$ cat src/rtl/cache_arbiter_pkg.sv
// Shared types for the I/D cache-to-memory arbiter: FSM states, grant
// identifiers and the round-robin selection rule.
package cache_arbiter_pkg;

  typedef enum logic [1:0] {
    IDLE,
    I_BUSY,
    D_BUSY
  } arb_state_t;

  typedef enum logic {
    GRANT_I,
    GRANT_D
  } grant_t;

  // On a tie the side that did not win last time is chosen; a lone requester always wins.
  function automatic grant_t arbitrate(input logic i_req, input logic d_req,
                                       input grant_t last_grant);
    if (i_req && d_req) return (last_grant == GRANT_I) ? GRANT_D : GRANT_I;
    else if (d_req)     return GRANT_D;
    else                return GRANT_I;
  endfunction

endpackage

$ cat src/rtl/cache_arbiter_if.sv
// Line-level memory bus between the arbiter (master) and the shared
// cacheline adaptor (slave).
interface cache_arbiter_if #(
  parameter int ADDR_W = 32,
  parameter int LINE_W = 256
);
  logic              mem_read;
  logic              mem_write;
  logic [ADDR_W-1:0] mem_addr;
  logic [LINE_W-1:0] mem_wdata;
  logic [LINE_W-1:0] mem_rdata;
  logic              mem_resp;

  modport master (
    output mem_read, mem_write, mem_addr, mem_wdata,
    input  mem_rdata, mem_resp
  );

  modport slave (
    input  mem_read, mem_write, mem_addr, mem_wdata,
    output mem_rdata, mem_resp
  );
endinterface

$ cat src/rtl/cache_arbiter.sv
// Arbitrates icache fills and dcache fills/writebacks onto one line-level
// memory port; one transaction in flight, round-robin on simultaneous requests.
module cache_arbiter
  import cache_arbiter_pkg::*;
#(
  parameter int ADDR_W = 32,
  parameter int LINE_W = 256
) (
  input  logic              clk,
  input  logic              reset,
  input  logic              i_pmem_read,
  input  logic [ADDR_W-1:0] i_pmem_addr,
  output logic [LINE_W-1:0] i_pmem_rdata,
  output logic              i_pmem_resp,
  input  logic              d_pmem_read,
  input  logic              d_pmem_write,
  input  logic [ADDR_W-1:0] d_pmem_addr,
  input  logic [LINE_W-1:0] d_pmem_wdata,
  output logic [LINE_W-1:0] d_pmem_rdata,
  output logic              d_pmem_resp,
  cache_arbiter_if.master   mem
);

  arb_state_t        state, state_next;
  grant_t            last_grant, grant;
  logic              d_req, grant_take, op_write;
  logic [ADDR_W-1:0] addr_q;
  logic [LINE_W-1:0] wdata_q;

  assign d_req      = d_pmem_read | d_pmem_write;
  assign grant      = arbitrate(i_pmem_read, d_req, last_grant);
  assign grant_take = (state == IDLE) && (i_pmem_read || d_req);

  always_ff @(posedge clk) begin
    if (reset) state <= IDLE;
    else       state <= state_next;
  end

  always_comb begin
    state_next = state;
    unique case (state)
      IDLE:           if (grant_take) state_next = (grant == GRANT_D) ? D_BUSY : I_BUSY;
      I_BUSY, D_BUSY: if (mem.mem_resp) state_next = IDLE;
      default:        state_next = IDLE;
    endcase
  end

  // Request snapshot is taken only at grant so the memory side never sees requester churn.
  always_ff @(posedge clk) begin
    if (reset) begin
      last_grant <= GRANT_I;
      addr_q     <= '0;
      wdata_q    <= '0;
      op_write   <= 1'b0;
    end else if (grant_take) begin
      last_grant <= grant;
      if (grant == GRANT_D) begin
        addr_q   <= d_pmem_addr;
        wdata_q  <= d_pmem_wdata;
        op_write <= d_pmem_write;
      end else begin
        addr_q   <= i_pmem_addr;
        op_write <= 1'b0;
      end
    end
  end

  always_comb begin
    mem.mem_read  = 1'b0;
    mem.mem_write = 1'b0;
    i_pmem_resp   = 1'b0;
    d_pmem_resp   = 1'b0;
    i_pmem_rdata  = '0;
    d_pmem_rdata  = '0;
    case (state)
      I_BUSY: begin
        mem.mem_read = 1'b1;
        if (mem.mem_resp) begin
          i_pmem_resp  = 1'b1;
          i_pmem_rdata = mem.mem_rdata;
        end
      end
      D_BUSY: begin
        mem.mem_read  = !op_write;
        mem.mem_write = op_write;
        if (mem.mem_resp) begin
          d_pmem_resp  = 1'b1;
          d_pmem_rdata = mem.mem_rdata;
        end
      end
      default: ;
    endcase
  end

  assign mem.mem_addr  = addr_q;
  assign mem.mem_wdata = wdata_q;

endmodule

$ cat src/flat_wrapper.sv
// flat-port wrapper written by rule: the top's interface ports become plain ports
module cache_arbiter_flat import cache_arbiter_pkg::*;
#(
  parameter int ADDR_W = 32,
  parameter int LINE_W = 256
)
  (clk, reset, i_pmem_read, i_pmem_addr, i_pmem_rdata, i_pmem_resp, d_pmem_read, d_pmem_write, d_pmem_addr, d_pmem_wdata, d_pmem_rdata, d_pmem_resp, mem_mem_read, mem_mem_write, mem_mem_addr, mem_mem_wdata, mem_mem_rdata, mem_mem_resp);
  cache_arbiter_if #(.ADDR_W(ADDR_W), .LINE_W(LINE_W)) mem_i ();
  input  logic clk;
  input  logic reset;
  input  logic i_pmem_read;
  input  logic [ADDR_W-1:0] i_pmem_addr;
  output logic [LINE_W-1:0] i_pmem_rdata;
  output logic i_pmem_resp;
  input  logic d_pmem_read;
  input  logic d_pmem_write;
  input  logic [ADDR_W-1:0] d_pmem_addr;
  input  logic [LINE_W-1:0] d_pmem_wdata;
  output logic [LINE_W-1:0] d_pmem_rdata;
  output logic d_pmem_resp;
  output wire logic [$bits(mem_i.mem_read)-1:0] mem_mem_read;
  output wire logic [$bits(mem_i.mem_write)-1:0] mem_mem_write;
  output wire logic [$bits(mem_i.mem_addr)-1:0] mem_mem_addr;
  output wire logic [$bits(mem_i.mem_wdata)-1:0] mem_mem_wdata;
  input wire logic [$bits(mem_i.mem_rdata)-1:0] mem_mem_rdata;
  input wire logic [$bits(mem_i.mem_resp)-1:0] mem_mem_resp;
  assign mem_mem_read = mem_i.mem_read;
  assign mem_mem_write = mem_i.mem_write;
  assign mem_mem_addr = mem_i.mem_addr;
  assign mem_mem_wdata = mem_i.mem_wdata;
  assign mem_i.mem_rdata = mem_mem_rdata;
  assign mem_i.mem_resp = mem_mem_resp;
  cache_arbiter #(.ADDR_W(ADDR_W), .LINE_W(LINE_W)) u_core (.clk(clk), .reset(reset), .i_pmem_read(i_pmem_read), .i_pmem_addr(i_pmem_addr), .i_pmem_rdata(i_pmem_rdata), .i_pmem_resp(i_pmem_resp), .d_pmem_read(d_pmem_read), .d_pmem_write(d_pmem_write), .d_pmem_addr(d_pmem_addr), .d_pmem_wdata(d_pmem_wdata), .d_pmem_rdata(d_pmem_rdata), .d_pmem_resp(d_pmem_resp), .mem(mem_i));
endmodule
$ cat config.mk
export PLATFORM = sky130hd
export DESIGN_NAME = cache_arbiter_flat
export DESIGN_NICKNAME = d
export VERILOG_FILES = /design/src/rtl/cache_arbiter_pkg.sv /design/src/rtl/cache_arbiter_if.sv /design/src/rtl/cache_arbiter.sv /design/src/flat_wrapper.sv
export SDC_FILE = /design/constraint.sdc
export NUM_CORES = 1
export LEC_CHECK = 0
export BUFFER_PORTS_ARGS = -buffer_cell sky130_fd_sc_hd__clkbuf_2
export CORE_AREA = 5 5 530 532
export CTS_CLUSTER_SIZE = 30
export DETAILED_ROUTE_END_ITERATION = 16
export DIE_AREA = 0 0 535 537
export SLEW_MARGIN = 20
export SYNTH_ARGS = -nofsm -noshare
export SYNTH_HDL_FRONTEND = slang
export SYNTH_SLANG_ARGS = --single-unit
export TNS_END_PERCENT = 1
$ cat constraint.sdc
create_clock -name clk -period 1.48 [get_ports clk]
set_input_delay 0.148 -clock clk [delete_from_list [all_inputs] [get_ports clk]]
set_output_delay 0.148 -clock clk [all_outputs]
set_load 0.01 [all_outputs]
==> results of run 1 <==
[worst paths after layout]
path                              endpoint                     start  slack [ns]  depth (start not counted)
setup / recovery          i_pmem_rdata[88]           u_core.state[0]       -0.72                          7
hold / removal      u_core.mem.mem_addr[2]               d_pmem_read        0.15                          4
setup reg to reg  u_core.mem.mem_wdata[68]           u_core.state[1]       -0.08                          7
hold reg to reg   u_core.mem.mem_wdata[43]  u_core.mem.mem_wdata[43]        0.47                          2
[layout make-up]
| type | count | area, um^2 | area share [%] |
|---|---|---|---|
| clock inverter | 12 | 140 | 0.391 |
| multi-input combinational | 1434 | 8590 | 24.0 |
| clock buffer | 58 | 1210 | 3.38 |
| inverter | 3 | 21.3 | 0.0594 |
| antenna | 65 | 163 | 0.454 |
| timing repair buffer | 1881 | 15200 | 42.5 |
| sequential | 292 | 5850 | 16.3 |
| tap | 3705 | 4640 | 12.9 |
[kinds of logic (layout without fill, tap and decap cells)]
group | count (synthesis) | count (layout) | synth area share [%]
other | 0 | 65 | 0
AOI/OAI and AO/OA | 554 | 554 | 19.8
buffers and inverters | 277 | 1954 | 7.54
and+or+nand+nor | 876 | 876 | 33.0
adders and majority gates | 4 | 4 | 0.336
DFF | 292 | 292 | 39.3
[layout by cell type (no fill, tap or decap), types with 3 or more instances in the layout]
cell type,count
nor2_1,34
buf_16,7
o21ai_0,242
dlygate4sd3_1,322
clkbuf_2,977
buf_8,9
dfxtp_1,287
clkbuf_4,75
buf_12,182
buf_4,124
diode_2,65
nand2_1,64
and3_4,121
dfxtp_2,5
and3_1,385
buf_2,104
clkbuf_8,38
a21oi_1,257
clkbuf_1,6
ha_4,3
a311oi_1,32
and3_2,6
inv_8,3
nand2b_1,3
clkbuf_16,50
o21ai_1,13
nand3_1,254
buf_6,43
[metal layers]
layer | vias up | share of wire, % | global-route usage [%] | routed length, um
met3 | 335 | 16 | 11.2 | 41000
met5 | - | 0.14 | 0 | 362
met1 | 11701 | 41 | 20.6 | 106000
li1 | 10646 | - | - | -
met4 | 52 | 2.2 | 2.82 | 5660
met2 | 1585 | 41 | 25.5 | 107000
[critical path, stage by stage, from the launching register on]
cell and delay, ns:
dfxtp_2 0.33, buf_6 0.11, ha_4 0.21, buf_12 0.15
clkbuf_16 0.17, buf_12 0.14, and3_4 0.21, buf_12 0.10
[flip-flops by register name (all words and copies together), names as in the netlist]
name / count
u_core.last_grant: 1
u_core.mem.mem_addr: 32
u_core.mem.mem_wdata: 256
u_core.op_write: 1
u_core.state: 2
[power by group]
| group | internal (uW) | total [uW] | switching [uW] |
|---|---|---|---|
| registers | 9050 | 9680 | 628 |
| clock network | 5900 | 10400 | 4450 |
| logic | 6430 | 17500 | 11100 |
| total | 21400 | 37600 | 16200 |
[what timing repair did]
item / in CTS / in global routing
cloned: 4 / 8
hold endpoints to repair: 292 / 0
pin swaps: 3 / 6
gates resized for setup: 259 / 361
hold buffers: 323 / 0
endpoints found under the setup margin: 866 / 839
setup buffers: 4 / 5
[per-stage QoR]
step	TNS, ns	cell area, um^2	std cells	power (uW)
after global placement	-45.36	29100	6971	25500
after floorplan	-21.32	14900	2003	15100
after detailed placement	-46.19	29100	6971	25500
after global routing	-410.23	35700	7413	39600
after CTS	-399.39	34800	7372	37700
final	-331.83	35800	7450	37600
==> impl_metrics.toml, run 1 <==
[synth]
yosysWarnings = 0
mappedNetlistNets = 2589
yosys-top-cells-area = "dfxtp_1 (39%), and3_1 (22%), a21oi_1 (8.6%)"
syn_avg_cell_area_um2 = 7.43
synth_edf_count = 0
synthDistinctLibCells = 28
ys_ff_latch = 292
yosysMostFrequentCell = "and3_1"
netlist_instances = 2003
ys_seq_area_share_pct = 39.3
synth_common_cells = "and3_1 (512), dfxtp_1 (292), a21oi_1 (257), nand3_1 (256), o21ai_0 (256)"
synth.largest_area_cell = "dfxtp_1"
syn_area_mm2 = 0.0149
synthFlopType = "dfxtp_1"
synth_top_area_share_pct = 39.3
async_reset_ff_share_pct = 0

[clock_tree]
clock-sinks = 292
clock_latency_ns = 0.67
cts_root_buffer = "clkbuf_16"
cts.htree.levels = 2
cts_buffers = 41
cts_tree = "yes"
clk_pin_slew_ns = 0.07
clockBufferDepth = 3

[global_route]
antenna_found_initial = 225
grt_max_degree = 82
first_global_vias = 23385
grt_first_pass_wirelength_mm = 307
grtUsageTotal_pct = 17.0
grt-ovfl-total = 0

[route]
wl_per_cell_um = 34.9
drt_wl_total_mm = 260
drt-initial-drc-count = 1816
drc = 0
avgViaCountPerCell = 3.26
drtPass1Iterations = 5
drtAntennaViolNets = 0
via_count = 24319

[power_and_ir_drop]
worst_ir_drop_vdd_mv = 0.815
power-per-cell-area_mw_per_mm2 = 1050
leakagePower_uw = 0.0166

[worst_setup_path]
worstPathMaxFanout = 20
start_kind = "flop"
critical_path_class = "reg2out"
cp-end-kind = "output pin"
required_ns = 1.33
crit_arrival_ns = 2.06

[layout]
drive_gt1_share_pct = 48.0
area_growth_syn_to_layout_pct = 141
nets = 4239
fin_util_pct = 13.0
fillers = 31668

[timing]
worstMarginPinSlew_ns = 0.560
maxSlewHeadroom_pct = 62.7
setup_ws_ns = -0.724
rsz0062_at_grt = "yes"
fin_hold_ws_ns = 0.149
finalSetupViolCount = 652
finClkSkew_ns = 0.0546
slew_violations = 0
fin_crit_ns = 2.20
hold_viol_final = 0
fmax_mhz = 454
finalCritPeriodShare_pct = 149

[hold_path]
hold_class = "in2reg"

[flow_run]
cap_violations = 0

[place]
dp_hpwl_mm = 234
dp_slack_ns = -0.164
place_congestion = 0.970
portBuffers = 1385

[floorplan]
io-pin-count = 1386
core-area_mm2 = 0.276
start_util_pct = 5.40
fp.dieW_um = 535
core.rowCount = 193
die_h_um = 537
dieArea_mm2 = 0.287

[outcome]
violations = "setup timing"
status = "finished with violations"
Note: power is estimated with default switching activity, not from simulation.
==> inputs of run 2 (changes only) <==
==> constraint.sdc (replaced) <==
create_clock -name clk -period 1.8 [get_ports clk]
set_input_delay 0.18 -clock clk [delete_from_list [all_inputs] [get_ports clk]]
set_output_delay 0.18 -clock clk [all_outputs]
set_load 0.01 [all_outputs]
==> run 2 against run 1 <==
The run still ends with setup timing left. Critical endpoint is now d_pmem_rdata[76]. Largest cell class unchanged. Wire length shrank 0.14%. Clock skew shrank 0.0046 ns. Flip-flop and latch count is the same. Total power shrank 19%. Clock power shrank 17%. Largest power group unchanged. Non-clock buffer count shrank 57. Critical path depth is the same.
==> impl_metrics.toml, run 2 (synthesized netlist as in run 1, its figures left out) <==
[layout]
largest_reg_flops = 256
fillers = 31782
fin_area_mm2 = 0.0346
fin_util_pct = 12.6
final_common_cell = "clkbuf_2"
drive_gt1_share_pct = 45.9
layout_common_cells = "clkbuf_2 (1084), and3_1 (430), dlygate4sd3_1 (322)"
area_growth_syn_to_layout_pct = 133
nets = 4183

[timing]
fmax_mhz = 450
finalCritPeriodShare_pct = 123
fin_crit_ns = 2.22
slew_violations = 0
rsz0062_at_grt = "yes"
maxSlewHeadroom_pct = 56.0
finClkSkew_ns = 0.0500
worstMarginPinSlew_ns = 0.659
finalSetupViolCount = 516
hold_viol_final = 0
setup_ws_ns = -0.422

[clock_tree]
cts_root_buffer = "clkbuf_16"
cts_buffers = 42
cts_tree = "yes"
clock_latency_ns = 0.65
cts.htree.levels = 2
clockBufferDepth = 3
clock-sinks = 292
clk_pin_slew_ns = 0.05

[worst_setup_path]
worst_path_max_delay_cell = "dfxtp_2"
cp.depth = 7
crit_arrival_ns = 2.04
reg2regPathDepth = 6
required_ns = 1.62
cp-end-kind = "output pin"
path_cells = "buf_6, ha_4, buf_12, buf_16, clkbuf_16, and3_1, buf_2"
crit_buf_inv = 5
critical_path_class = "reg2out"
crit_family = "buffers and inverters"
worstPathMaxFanout = 18
critPathMaxStageDelay_ns = 0.33
start_kind = "flop"

[power_and_ir_drop]
worst_ir_drop_vdd_mv = 0.713
combPwrFrac_pct = 45.1
p_int_uw = 17200
power_frac_clock_pct = 28.6
p_switching_uw = 13100
p_seq_share_pct = 26.2
swShare_pct = 43.1
leakagePower_uw = 0.0162
power-per-cell-area_mw_per_mm2 = 876

[route]
drt-initial-drc-count = 1936
drc = 0
drtPass1Iterations = 5
via_count = 24111
wl_per_cell_um = 35.1
drt_wl_total_mm = 260
drtAntennaViolNets = 0
avgViaCountPerCell = 3.26

[global_route]
grt_first_pass_wirelength_mm = 309
grt_max_degree = 126
grtUsageTotal_pct = 17.2
first_global_vias = 23427
antenna_found_initial = 208
grt-ovfl-total = 0

[floorplan]
die_h_um = 537
io-pin-count = 1386
dieArea_mm2 = 0.287
core.rowCount = 193
fp.dieW_um = 535
start_util_pct = 5.40
core-area_mm2 = 0.276

[hold_path]
hold_path_depth = 4
hold_class = "in2reg"

[place]
dp_hpwl_mm = 234
portBuffers = 1385
place_congestion = 0.975
placed_area_mm2 = 0.0285

[flow_run]
cap_violations = 0

[outcome]
status = "finished with violations"
violations = "setup timing"
[run 2: layout make-up]
type                    instances  area [um^2]  share of cell area, %
well taps                    3705         4640                   13.4
repair buffers               1824        14200                   41.1
clock inverters                22          234                  0.676
inverters                       3         21.3                 0.0614
multi-input cells            1434         8340                   24.1
diodes                         65          163                  0.470
clock buffers                  55         1160                   3.35
flip-flops and latches        292         5850                   16.9
[run 2: metal layers]
layer	wire length (um)	vias up	global-route usage, %	share of wire, %
met4	5050	42	2.63	1.9
met1	107000	11620	21.1	41
met5	281	-	0	0.11
li1	-	10540	-	-
met2	108000	1593	25.7	42
met3	39900	316	10.8	15
[run 2: worst paths after layout]
| path | endpoint | slack, ns | start |
|---|---|---|---|
| setup / recovery | d_pmem_rdata[76] | -0.42 | u_core.state[1] |
| hold / removal | u_core.last_grant | 0.11 | i_pmem_read |
| setup reg to reg | u_core.mem.mem_wdata[216] | 0.12 | u_core.state[0] |
| hold reg to reg | u_core.mem.mem_wdata[16] | 0.47 | u_core.mem.mem_wdata[16] |
[run 2: through the flow]
step	TNS [ns]	std cells	worst slack, ns	hold slack, ns	power, uW
finish	-172.47	7400	-0.422	0.112	30300
global route	-228.24	7367	-0.521	0.108	32000
CTS	-222.43	7328	-0.524	0.0261	30700
detailed placement	-0.342	6923	-0.0552	0.422	20600
global placement	-0.0204	6923	-0.00623	0.416	20600
floorplan	0	2003	0.217	0.328	12400
[run 2: tightest hold or removal path, cell delays in order]
cell and delay [ns]:
clkbuf_2 0.19, o31ai_1 0.11, a22oi_1 0.14, nor2_1 0.05
[run 2: power by group through the flow]
| stage | combinational (uW) | clock [uW] | sequential, uW |
|---|---|---|---|
| 2_1_floorplan | 3990 | 0 | 8440 |
| 3_3_place_gp | 12500 | 0 | 8030 |
| 3_5_place_dp | 12500 | 0 | 8080 |
| 4_1_cts | 13700 | 9050 | 7960 |
| 5_1_grt | 14700 | 9260 | 8060 |
| 6_report | 13700 | 8680 | 7960 |
[run 2: repair_timing]
action	in CTS	in global routing
pin swaps	2	0
setup buffers	2	4
endpoints found under the setup margin	521	545
endpoints found under the hold margin	290	0
gates cloned	4	3
resized for setup	169	246
hold buffers	322	0
